## src/rtl/mmcm_reset_seq_if.sv

```systemverilog
// Signal bundle between the MMCM reset sequencer and the FPGA top level.
// master: the side that drives the reset requests and LOCKED (board / testbench).
// slave:  the sequencer itself.
interface mmcm_reset_seq_if;
  logic       btn_rst_i;
  logic       ext_rst_i;
  logic       mmcm_locked_i;
  logic       mmcm_rst_o;
  logic       core_rst_n_o;
  logic       lock_fail_o;
  logic [2:0] state_o;
  logic [1:0] retry_cnt_o;
  logic [7:0] lock_loss_cnt_o;

  modport master (
    output btn_rst_i,
    output ext_rst_i,
    output mmcm_locked_i,
    input  mmcm_rst_o,
    input  core_rst_n_o,
    input  lock_fail_o,
    input  state_o,
    input  retry_cnt_o,
    input  lock_loss_cnt_o
  );

  modport slave (
    input  btn_rst_i,
    input  ext_rst_i,
    input  mmcm_locked_i,
    output mmcm_rst_o,
    output core_rst_n_o,
    output lock_fail_o,
    output state_o,
    output retry_cnt_o,
    output lock_loss_cnt_o
  );
endinterface

```

## src/rtl/mmcm_reset_seq.sv

```systemverilog
// MMCM reset / lock sequencer on the free-running board clock.
// Debounces button and pin reset requests, pulses MMCM RST, waits for LOCKED with
// timeout and retry limit, then releases the active-low core reset after a stable-lock delay.
// Optional: define MMCM_LOCK_LOSS_CNT_EN to build the saturating lock-loss event counter;
// otherwise lock_loss_cnt_o is tied to zero.
module mmcm_reset_seq #(
  parameter int unsigned DEBOUNCE_CYCLES = 1200,
  parameter int unsigned MMCM_RST_CYCLES = 8,
  parameter int unsigned LOCK_TIMEOUT    = 120000,
  parameter int unsigned RELEASE_DELAY   = 64,
  parameter int unsigned MAX_RETRY       = 3
) (
  input  logic              clk,
  input  logic              rst,
  mmcm_reset_seq_if.slave   bus
);

  localparam logic [2:0] StAssertRst = 3'd0;
  localparam logic [2:0] StWaitLock  = 3'd1;
  localparam logic [2:0] StStretch   = 3'd2;
  localparam logic [2:0] StRun       = 3'd3;
  localparam logic [2:0] StFail      = 3'd4;

  localparam int unsigned MaxAB  = (LOCK_TIMEOUT > RELEASE_DELAY) ? LOCK_TIMEOUT : RELEASE_DELAY;
  localparam int unsigned MaxCyc = (MaxAB > MMCM_RST_CYCLES) ? MaxAB : MMCM_RST_CYCLES;
  localparam int unsigned TimerW = (MaxCyc > 1) ? $clog2(MaxCyc) : 1;
  localparam int unsigned DebW   = (DEBOUNCE_CYCLES > 1) ? $clog2(DEBOUNCE_CYCLES) : 1;

  localparam logic [TimerW-1:0] RstLast     = TimerW'(MMCM_RST_CYCLES - 1);
  localparam logic [TimerW-1:0] TimeoutLast = TimerW'(LOCK_TIMEOUT - 1);
  localparam logic [TimerW-1:0] ReleaseLast = TimerW'(RELEASE_DELAY - 1);
  localparam logic [DebW-1:0]   DebLast     = DebW'(DEBOUNCE_CYCLES - 1);
  localparam logic [1:0]        RetrySat    = 2'(MAX_RETRY);

  logic [1:0]        btn_sync_q, btn_sync_d;
  logic [1:0]        ext_sync_q, ext_sync_d;
  logic [1:0]        lock_sync_q, lock_sync_d;
  logic              deb_lvl_q, deb_lvl_d;
  logic [DebW-1:0]   deb_cnt_q, deb_cnt_d;
  logic [2:0]        state_q, state_d;
  logic [TimerW-1:0] timer_q, timer_d;
  logic [1:0]        retry_q, retry_d;
  logic              fail_q, fail_d;
  logic              mmcm_rst_q, mmcm_rst_d;
  logic              core_rst_n_q, core_rst_n_d;

  logic raw_req;
  logic req_evt;
  logic locked;
  logic lock_loss_inc;

  // Two-flop synchronizers for the three asynchronous inputs.
  always_comb begin
    btn_sync_d  = {btn_sync_q[0], bus.btn_rst_i};
    ext_sync_d  = {ext_sync_q[0], bus.ext_rst_i};
    lock_sync_d = {lock_sync_q[0], bus.mmcm_locked_i};
  end

  assign raw_req = btn_sync_q[1] | ext_sync_q[1];
  assign locked  = lock_sync_q[1];

  // Debounce: level follows the raw request only after DEBOUNCE_CYCLES differing cycles.
  always_comb begin
    deb_lvl_d = deb_lvl_q;
    deb_cnt_d = '0;
    req_evt   = 1'b0;
    if (raw_req != deb_lvl_q) begin
      if (deb_cnt_q == DebLast) begin
        deb_lvl_d = raw_req;
        req_evt   = raw_req;
      end else begin
        deb_cnt_d = deb_cnt_q + 1'b1;
      end
    end
  end

  // Sequencer next state; a request event overrides every other transition.
  always_comb begin
    state_d       = state_q;
    timer_d       = timer_q;
    retry_d       = retry_q;
    fail_d        = fail_q;
    lock_loss_inc = 1'b0;
    if (req_evt) begin
      state_d = StAssertRst;
      timer_d = '0;
      retry_d = '0;
      fail_d  = 1'b0;
    end else begin
      case (state_q)
        StAssertRst: begin
          // Hold MMCM in reset for as long as the debounced request stays high.
          if (deb_lvl_q) begin
            timer_d = '0;
          end else if (timer_q == RstLast) begin
            state_d = StWaitLock;
            timer_d = '0;
          end else begin
            timer_d = timer_q + 1'b1;
          end
        end
        StWaitLock: begin
          if (locked) begin
            state_d = StStretch;
            timer_d = '0;
          end else if (timer_q == TimeoutLast) begin
            timer_d = '0;
            if ({30'd0, retry_q} < MAX_RETRY - 1) begin
              retry_d = retry_q + 2'd1;
              state_d = StAssertRst;
            end else begin
              retry_d = RetrySat;
              fail_d  = 1'b1;
              state_d = StFail;
            end
          end else begin
            timer_d = timer_q + 1'b1;
          end
        end
        StStretch: begin
          if (!locked) begin
            state_d = StWaitLock;
            timer_d = '0;
          end else if (timer_q == ReleaseLast) begin
            state_d = StRun;
            timer_d = '0;
            retry_d = '0;
          end else begin
            timer_d = timer_q + 1'b1;
          end
        end
        StRun: begin
          if (!locked) begin
            state_d       = StAssertRst;
            timer_d       = '0;
            lock_loss_inc = 1'b1;
          end
        end
        StFail: begin
          state_d = StFail;
        end
        default: begin
          state_d = StAssertRst;
          timer_d = '0;
        end
      endcase
    end
  end

  // Outputs are registered from the next state so they line up with state_o.
  always_comb begin
    mmcm_rst_d   = (state_d == StAssertRst) || (state_d == StFail);
    core_rst_n_d = (state_d == StRun);
  end

  // State, debounce and synchronizer registers.
  always_ff @(posedge clk) begin
    if (rst) begin
      btn_sync_q   <= '0;
      ext_sync_q   <= '0;
      lock_sync_q  <= '0;
      deb_lvl_q    <= 1'b0;
      deb_cnt_q    <= '0;
      state_q      <= StAssertRst;
      timer_q      <= '0;
      retry_q      <= '0;
      fail_q       <= 1'b0;
      mmcm_rst_q   <= 1'b1;
      core_rst_n_q <= 1'b0;
    end else begin
      btn_sync_q   <= btn_sync_d;
      ext_sync_q   <= ext_sync_d;
      lock_sync_q  <= lock_sync_d;
      deb_lvl_q    <= deb_lvl_d;
      deb_cnt_q    <= deb_cnt_d;
      state_q      <= state_d;
      timer_q      <= timer_d;
      retry_q      <= retry_d;
      fail_q       <= fail_d;
      mmcm_rst_q   <= mmcm_rst_d;
      core_rst_n_q <= core_rst_n_d;
    end
  end

`ifdef MMCM_LOCK_LOSS_CNT_EN
  logic [7:0] loss_cnt_q, loss_cnt_d;

  // Saturating lock-loss counter; only rst clears it.
  always_comb begin
    loss_cnt_d = loss_cnt_q;
    if (lock_loss_inc && (loss_cnt_q != 8'hff)) begin
      loss_cnt_d = loss_cnt_q + 8'd1;
    end
  end

  // Lock-loss counter register.
  always_ff @(posedge clk) begin
    if (rst) begin
      loss_cnt_q <= '0;
    end else begin
      loss_cnt_q <= loss_cnt_d;
    end
  end

  assign bus.lock_loss_cnt_o = loss_cnt_q;
`else
  logic unused_lock_loss_inc;
  assign unused_lock_loss_inc = lock_loss_inc;
  assign bus.lock_loss_cnt_o  = 8'd0;
`endif

  assign bus.mmcm_rst_o   = mmcm_rst_q;
  assign bus.core_rst_n_o = core_rst_n_q;
  assign bus.lock_fail_o  = fail_q;
  assign bus.state_o      = state_q;
  assign bus.retry_cnt_o  = retry_q;

endmodule
```

## src/flat_wrapper.sv

```systemverilog
// flat-port wrapper written by rule: the top's interface ports become plain ports
module mmcm_reset_seq_flat 
#(
  parameter int unsigned DEBOUNCE_CYCLES = 1200,
  parameter int unsigned MMCM_RST_CYCLES = 8,
  parameter int unsigned LOCK_TIMEOUT    = 120000,
  parameter int unsigned RELEASE_DELAY   = 64,
  parameter int unsigned MAX_RETRY       = 3
)
  (clk, rst, bus_btn_rst_i, bus_ext_rst_i, bus_mmcm_locked_i, bus_mmcm_rst_o, bus_core_rst_n_o, bus_lock_fail_o, bus_state_o, bus_retry_cnt_o, bus_lock_loss_cnt_o);
  mmcm_reset_seq_if bus_i ();
  input  logic clk;
  input  logic rst;
  input wire logic [$bits(bus_i.btn_rst_i)-1:0] bus_btn_rst_i;
  input wire logic [$bits(bus_i.ext_rst_i)-1:0] bus_ext_rst_i;
  input wire logic [$bits(bus_i.mmcm_locked_i)-1:0] bus_mmcm_locked_i;
  output wire logic [$bits(bus_i.mmcm_rst_o)-1:0] bus_mmcm_rst_o;
  output wire logic [$bits(bus_i.core_rst_n_o)-1:0] bus_core_rst_n_o;
  output wire logic [$bits(bus_i.lock_fail_o)-1:0] bus_lock_fail_o;
  output wire logic [$bits(bus_i.state_o)-1:0] bus_state_o;
  output wire logic [$bits(bus_i.retry_cnt_o)-1:0] bus_retry_cnt_o;
  output wire logic [$bits(bus_i.lock_loss_cnt_o)-1:0] bus_lock_loss_cnt_o;
  assign bus_i.btn_rst_i = bus_btn_rst_i;
  assign bus_i.ext_rst_i = bus_ext_rst_i;
  assign bus_i.mmcm_locked_i = bus_mmcm_locked_i;
  assign bus_mmcm_rst_o = bus_i.mmcm_rst_o;
  assign bus_core_rst_n_o = bus_i.core_rst_n_o;
  assign bus_lock_fail_o = bus_i.lock_fail_o;
  assign bus_state_o = bus_i.state_o;
  assign bus_retry_cnt_o = bus_i.retry_cnt_o;
  assign bus_lock_loss_cnt_o = bus_i.lock_loss_cnt_o;
  mmcm_reset_seq #(.DEBOUNCE_CYCLES(DEBOUNCE_CYCLES), .MMCM_RST_CYCLES(MMCM_RST_CYCLES), .LOCK_TIMEOUT(LOCK_TIMEOUT), .RELEASE_DELAY(RELEASE_DELAY), .MAX_RETRY(MAX_RETRY)) u_core (.clk(clk), .rst(rst), .bus(bus_i));
endmodule
```

## config.mk

```make
export PLATFORM = sky130hd
export DESIGN_NAME = mmcm_reset_seq_flat
export DESIGN_NICKNAME = d
export VERILOG_FILES = /design/src/rtl/mmcm_reset_seq_if.sv /design/src/rtl/mmcm_reset_seq.sv /design/src/flat_wrapper.sv
export SDC_FILE = /design/constraint.sdc
export NUM_CORES = 1
export LEC_CHECK = 0
export BUFFER_PORTS_ARGS = -buffer_cell sky130_fd_sc_hd__buf_2
export CAP_MARGIN = 40
export CORE_UTILIZATION = 24
export CTS_BUF_LIST = sky130_fd_sc_hd__clkbuf_8
export CTS_CLUSTER_DIAMETER = 60
export CTS_CLUSTER_SIZE = 24
export DETAILED_ROUTE_END_ITERATION = 7
export SLEW_MARGIN = 20
export SYNTH_ARGS = -nofsm -noshare
export SYNTH_HDL_FRONTEND = slang
export SYNTH_SLANG_ARGS = --single-unit
```

## constraint.sdc

```tcl
create_clock -name clk -period 3.3 [get_ports clk]
set_clock_uncertainty 0.05 [all_clocks]
set_input_delay 0.495 -clock clk [delete_from_list [all_inputs] [get_ports clk]]
set_output_delay 0.495 -clock clk [all_outputs]
set_load 0.02 [all_outputs]
```

Word-level counts from Yosys, hierarchy flattened
Cells that the tools add are included.

word-level totals
  bits in registers = 43
  input bits = 5
  output and inout port bits = 16
  word-level logic and storage cells = 72

operators by class
  add/subtract/negate cells = 3
  magnitude comparators = 1
  eq/ne operators = 16
  mux-type cells = 26
  bitwise operators = 5
  reductions and logical operators = 10

operators by type and width
  cell                     number
  $mux W17                 7
  $pmux W17 S5             1
  $mux W3                  9
  $add A17 B1 Y17 const B  1
  $eq A17 B17 Y1 const B   1
  $eq A17 B3 Y1 const B    1
  $eq A17 B6 Y1 const B    1
  $pmux W3 S5              1
  $add A11 B1 Y11 const B  1
  $eq A11 B11 Y1 const B   1
  $mux W2                  5
  $eq A3 B2 Y1 const B     3
  $eq A3 B3 Y1 const B     2
  $logic_not A3 Y1         2
  $ne A2 B1 Y1 const B     3
  $reduce_and A5 Y1        1
  $ne A2 B2 Y1 const B     2
  $not A1 Y1               4
  $pmux W2 S2              1
  $reduce_and A2 Y1        2
  $reduce_and A4 Y1        1
  $eq A3 B1 Y1 const B     1
  $reduce_or A3 Y1         1
  $add A2 B1 Y2 const B    1
  other kinds (7)          8

Logic depth before layout (Yosys ltp)
  word-level depth = 8
  depth in mapped cells = 9

Worst setup path after synthesis
OpenSTA, ideal clock, no wires.

  path type = flip-flop to flip-flop
  from = reg u_core.state_q[2] (netlist: u_core.bus.state_o[2])
  to = reg u_core.timer_q[15]
  arrival time = 1.973 ns
  slack = 1.158 ns
  cell stages (with the launch flop) = 9
  path buffers = 2
  period minus slack after synthesis = 2.142 ns
  path through = dfxtp_1 bufbuf_16 or3b_2 and2_1 buf_2 and3_1 and3_1 xnor2_1 nor2_1

on the way
  word-level cells in the longest chain between the ends = 3
  elaborated cells on any way between the ends = 9
  classes of those cells = eq/ne (5); mux (1); bitwise (1); reduce/logical (2)

RTL lines
  what                                                         RTL line               RTL
  from (decl)                                                  mmcm_reset_seq.sv:40   logic [2:0] state_q, state_d;
  from (signal assigned)                                       mmcm_reset_seq.sv:164  state_q <= StAssertRst;
  from (signal assigned)                                       mmcm_reset_seq.sv:176  state_q <= state_d;
  $eq A3 B2 Y1 / $eq A3 B3 Y1 (equally long branches)          n/a
  $ne A2 B2 Y1 (no line) / $not A1 Y1 (equally long branches)  n/a
  $reduce_and A2 Y1 (no line)                                  n/a
  to (signal assigned)                                         mmcm_reset_seq.sv:177  timer_q <= timer_d;
  to (decl)                                                    mmcm_reset_seq.sv:41   logic [TimerW-1:0] timer_q, timer_d;

Parallel ways exist; a longest one is shown, timed or not.
A chain may end at the register's enable or synchronous reset.

Worst setup path after layout
  from = reg u_core.timer_q[10]
  to = reg u_core.timer_q[11]

on the way
  word-level cells in the longest chain between the ends = 4
  elaborated cells on any way between the ends = 11
  classes of those cells = add/sub (1); eq/ne (3); mux (7)

RTL lines
  what                                     RTL line                                                            RTL
  $add A17 B1 Y17 (tied with other cells)  mmcm_reset_seq.sv:99, mmcm_reset_seq.sv:117, mmcm_reset_seq.sv:129
  $mux W17, on equally long branches       mmcm_reset_seq.sv:124, mmcm_reset_seq.sv:95, mmcm_reset_seq.sv:106
  $mux W17, on equally long branches       mmcm_reset_seq.sv:121, mmcm_reset_seq.sv:93, mmcm_reset_seq.sv:103
  $pmux W17 S5 (*)                         mmcm_reset_seq.sv:90                                                case (state_q)

Mark *: on every way between the ends. The rest lies on a longest branch, timed or not.

==> out/results.txt <==
Startpoint Class -> register
Final Hold Fails -> 0
Vias in the first global route -> 1500
Leading cell type in the layout, fill and taps excluded -> dfxtp_1
DP HPWL -> 3044 µm
Final setup violation count -> 0
CP bufs+invs -> 0
Status -> finished, final reports clean
First-pass GRT wire length -> 7376 µm
DR vias -> 1707
Io pins -> 21
Layout cell share with drive strength beyond 1 -> 13.49%
P_leak -> 0.8676 nW
Slew @ Worst Pin -> 0.5812 ns
# nets final -> 258
RSZ-0062 raised after global routing -> false
Fillers -> 924
CTS max path bufs -> 2
Placed cell areas -> 2198 µm²
Overall routing resource usage -> 9.571%
Final WS setup -> 0.9756 ns
Die height -> 97.05 µm
Mapped Cells -> 244
1st-iter DRT viols -> 74
Sequential share of the synthesized area -> 39.70%
# diodes -> 0
Synth area leader -> dfxtp_1
Non-filler cells, final -> 360
CP delay by family, top -> simple AND/OR/NAND/NOR gates
Design Area, Final -> 2315 µm²
DRT antenna net count -> 0
CTS sink cnt -> 43
Port bufs -> 12
Post-synth ARST share -> 0%
Slowest Stage Delay on Critical Path -> 0.56 ns
Worst-skew pair later-pin latency -> 0.30 ns
Yosys reg bits -> 43
Core Box Area -> 8721 µm²
Commonest non-fill, non-tap cells in the layout -> 43 x dfxtp_1, 29 x nor2_1, 16 x nand2_1, 15 x nand3_1, 12 x buf_2
Routed WL per cell -> 11.97 µm
Number of post-CTS setup repair buffers -> 0
H-tree depth -> 2
TritonCTS clock tree -> built
Critical-path top delay cell -> or4_4
Worst min-delay path category -> input pin to register
Pre-CTS setup slack -> 0.9894 ns
Initial core utilization -> 24.86%
Grt total ovfl -> 0
Vias per cell -> 4.742
CP Data Required Time -> 3.44 ns
Slew Viols, Final -> 0
Yosys cell types -> 50
Die X -> 97.05 µm
Min Clock Period, post-route -> 2.324 ns
Top-area cell type share of the netlist area -> 39.70%
Synth top area cells -> dfxtp_1 40%, nor2_1 5.0%, xor2_1 3.6%, buf_4 3.5%, nand3_1 3.5%
Drc violations -> 0
DRT Pass-1 Iters -> 4
PwrDens -> 432.0 nW/µm²
Die ar. -> 9419 µm²
Maximum vdd drop -> 206.5 µV
EDFF count, synth -> 0
Final period util -> 70.44%
Resize count post-CTS -> 0
CP endpoint kind -> register
Top_reg_cell synth -> dfxtp_1
Final wirelength -> 4309 µm
Reg clk slew, reported paths -> 0.09 ns
Rows -> 34
Area of the mapped netlist -> 2168 µm²
Root Driver -> clkbuf_8
Worst EP arrival -> 2.47 ns
Placed insts -> 352
Slew margin rel. -> 60.90%
Achievable frequency -> 0.4302 GHz
Largest net degree at the start of global routing -> 17
CTS Buf Count -> 5
Final Util -> 26.54%
Crit-path max FO -> 7
Synth Area per Inst -> 8.887 µm²
Ys Warns -> 0
Worst path cell trace -> or4_4 > nor4_4 > nand2_1 > a211oi_2 > a31oi_1 > o221a_1
MaxCap Viol Count -> 0
CP Class -> register to register
Initial antenna violation count -> 0
Hold bufs inserted after CTS -> 0
Gp weighted congestion -> 0.8597
Area delta synth->final -> 6.751%
Setup TNS -> 0 ns
layer usage:
layer,share of wire (%),global-route usage [%],up-vias
li1,-,-,867
met1,50,12.67,798
met2,44,14.52,36
met3,4.2,2.662,6
met4,1.6,4.133,0
met5,0,0,-
worst paths after layout:
check	start	endpoint	slack [ns]	cells past startpoint
worst max register to register	u_core.timer_q[10]	u_core.timer_q[11]	0.98	6
worst max-delay path	u_core.timer_q[10]	u_core.timer_q[11]	0.98	6
worst min register to register	u_core.btn_sync_q[0]	u_core.btn_sync_q[1]	0.39	1
worst min-delay path	bus_ext_rst_i	u_core.ext_sync_q[0]	0.37	2
state kept, by name (all words and copies together), names as in the netlist:
name	flops
u_core.bus.retry_cnt_o	2
u_core.bus.mmcm_rst_o	1
u_core.btn_sync_q	2
u_core.deb_lvl_q	1
u_core.bus.core_rst_n_o	1
u_core.lock_sync_q	2
u_core.ext_sync_q	2
u_core.deb_cnt_q	11
u_core.bus.lock_fail_o	1
u_core.timer_q	17
u_core.bus.state_o	3
metrics by stage:
step,hold WS (ns),power (mW)
5_1_grt,0.3731,1.039
3_5_place_dp,0.3747,0.5844
3_3_place_gp,0.3758,0.5824
6_report,0.3693,1.000
4_1_cts,0.3682,1.012
2_1_floorplan,0.3638,0.5828
cell families (layout without fill, tap and decap cells):
kind of cell               count (synthesis)  in the layout  synth area share [%]
AOI/OAI and AO/OA                         45             45                 14.20
xor gates and xnor gates                  14             14                 5.655
adders and majority gates                  2              2                 1.154
buffers and inverters                     25             26                 10.04
DFF                                       43             43                 39.70
muxes                                      1              1                0.4616
other                                      1              8                0.1729
and+or+nand+nor                          113            113                 28.62
Yosys cell counts, types with 6 or more instances:
library cell and count:
dfxtp_1 43, nor2_1 29, nand2_1 16, nand3_1 15
a21oi_1 11, buf_4 10, nor2b_1 9, xor2_1 9
a31oi_1 8, nand4_1 7, nor3_1 6, o21ai_0 6
report_power, final:
group	internal, mW	switching (mW)	total (mW)	leakage, nW
clock network	0.230	0.199	0.429	0.0587
logic	0.0126	0.0265	0.0391	0.460
registers	0.526	0.00597	0.532	0.348
total	0.769	0.231	1.00	0.868
worst register-to-register path: stages (launching register included):
cell and delay (ns):
dfxtp_1 0.38, or4_4 0.56, nor4_4 0.32, nand2_1 0.14
a211oi_2 0.47, a31oi_1 0.08, o221a_1 0.23
area by class of cell:
class,instances,area [µm²],area share (%)
multi-input cells,183,1116,48.22
clock inverters,3,47.55,2.054
flip-flops and latches,43,860.8,37.19
clock buffers,5,68.82,2.973
well taps,108,135.1,5.838
repair buffers,13,67.56,2.919
inverters,5,18.77,0.8108
Power figures use the tool's default switching activity.
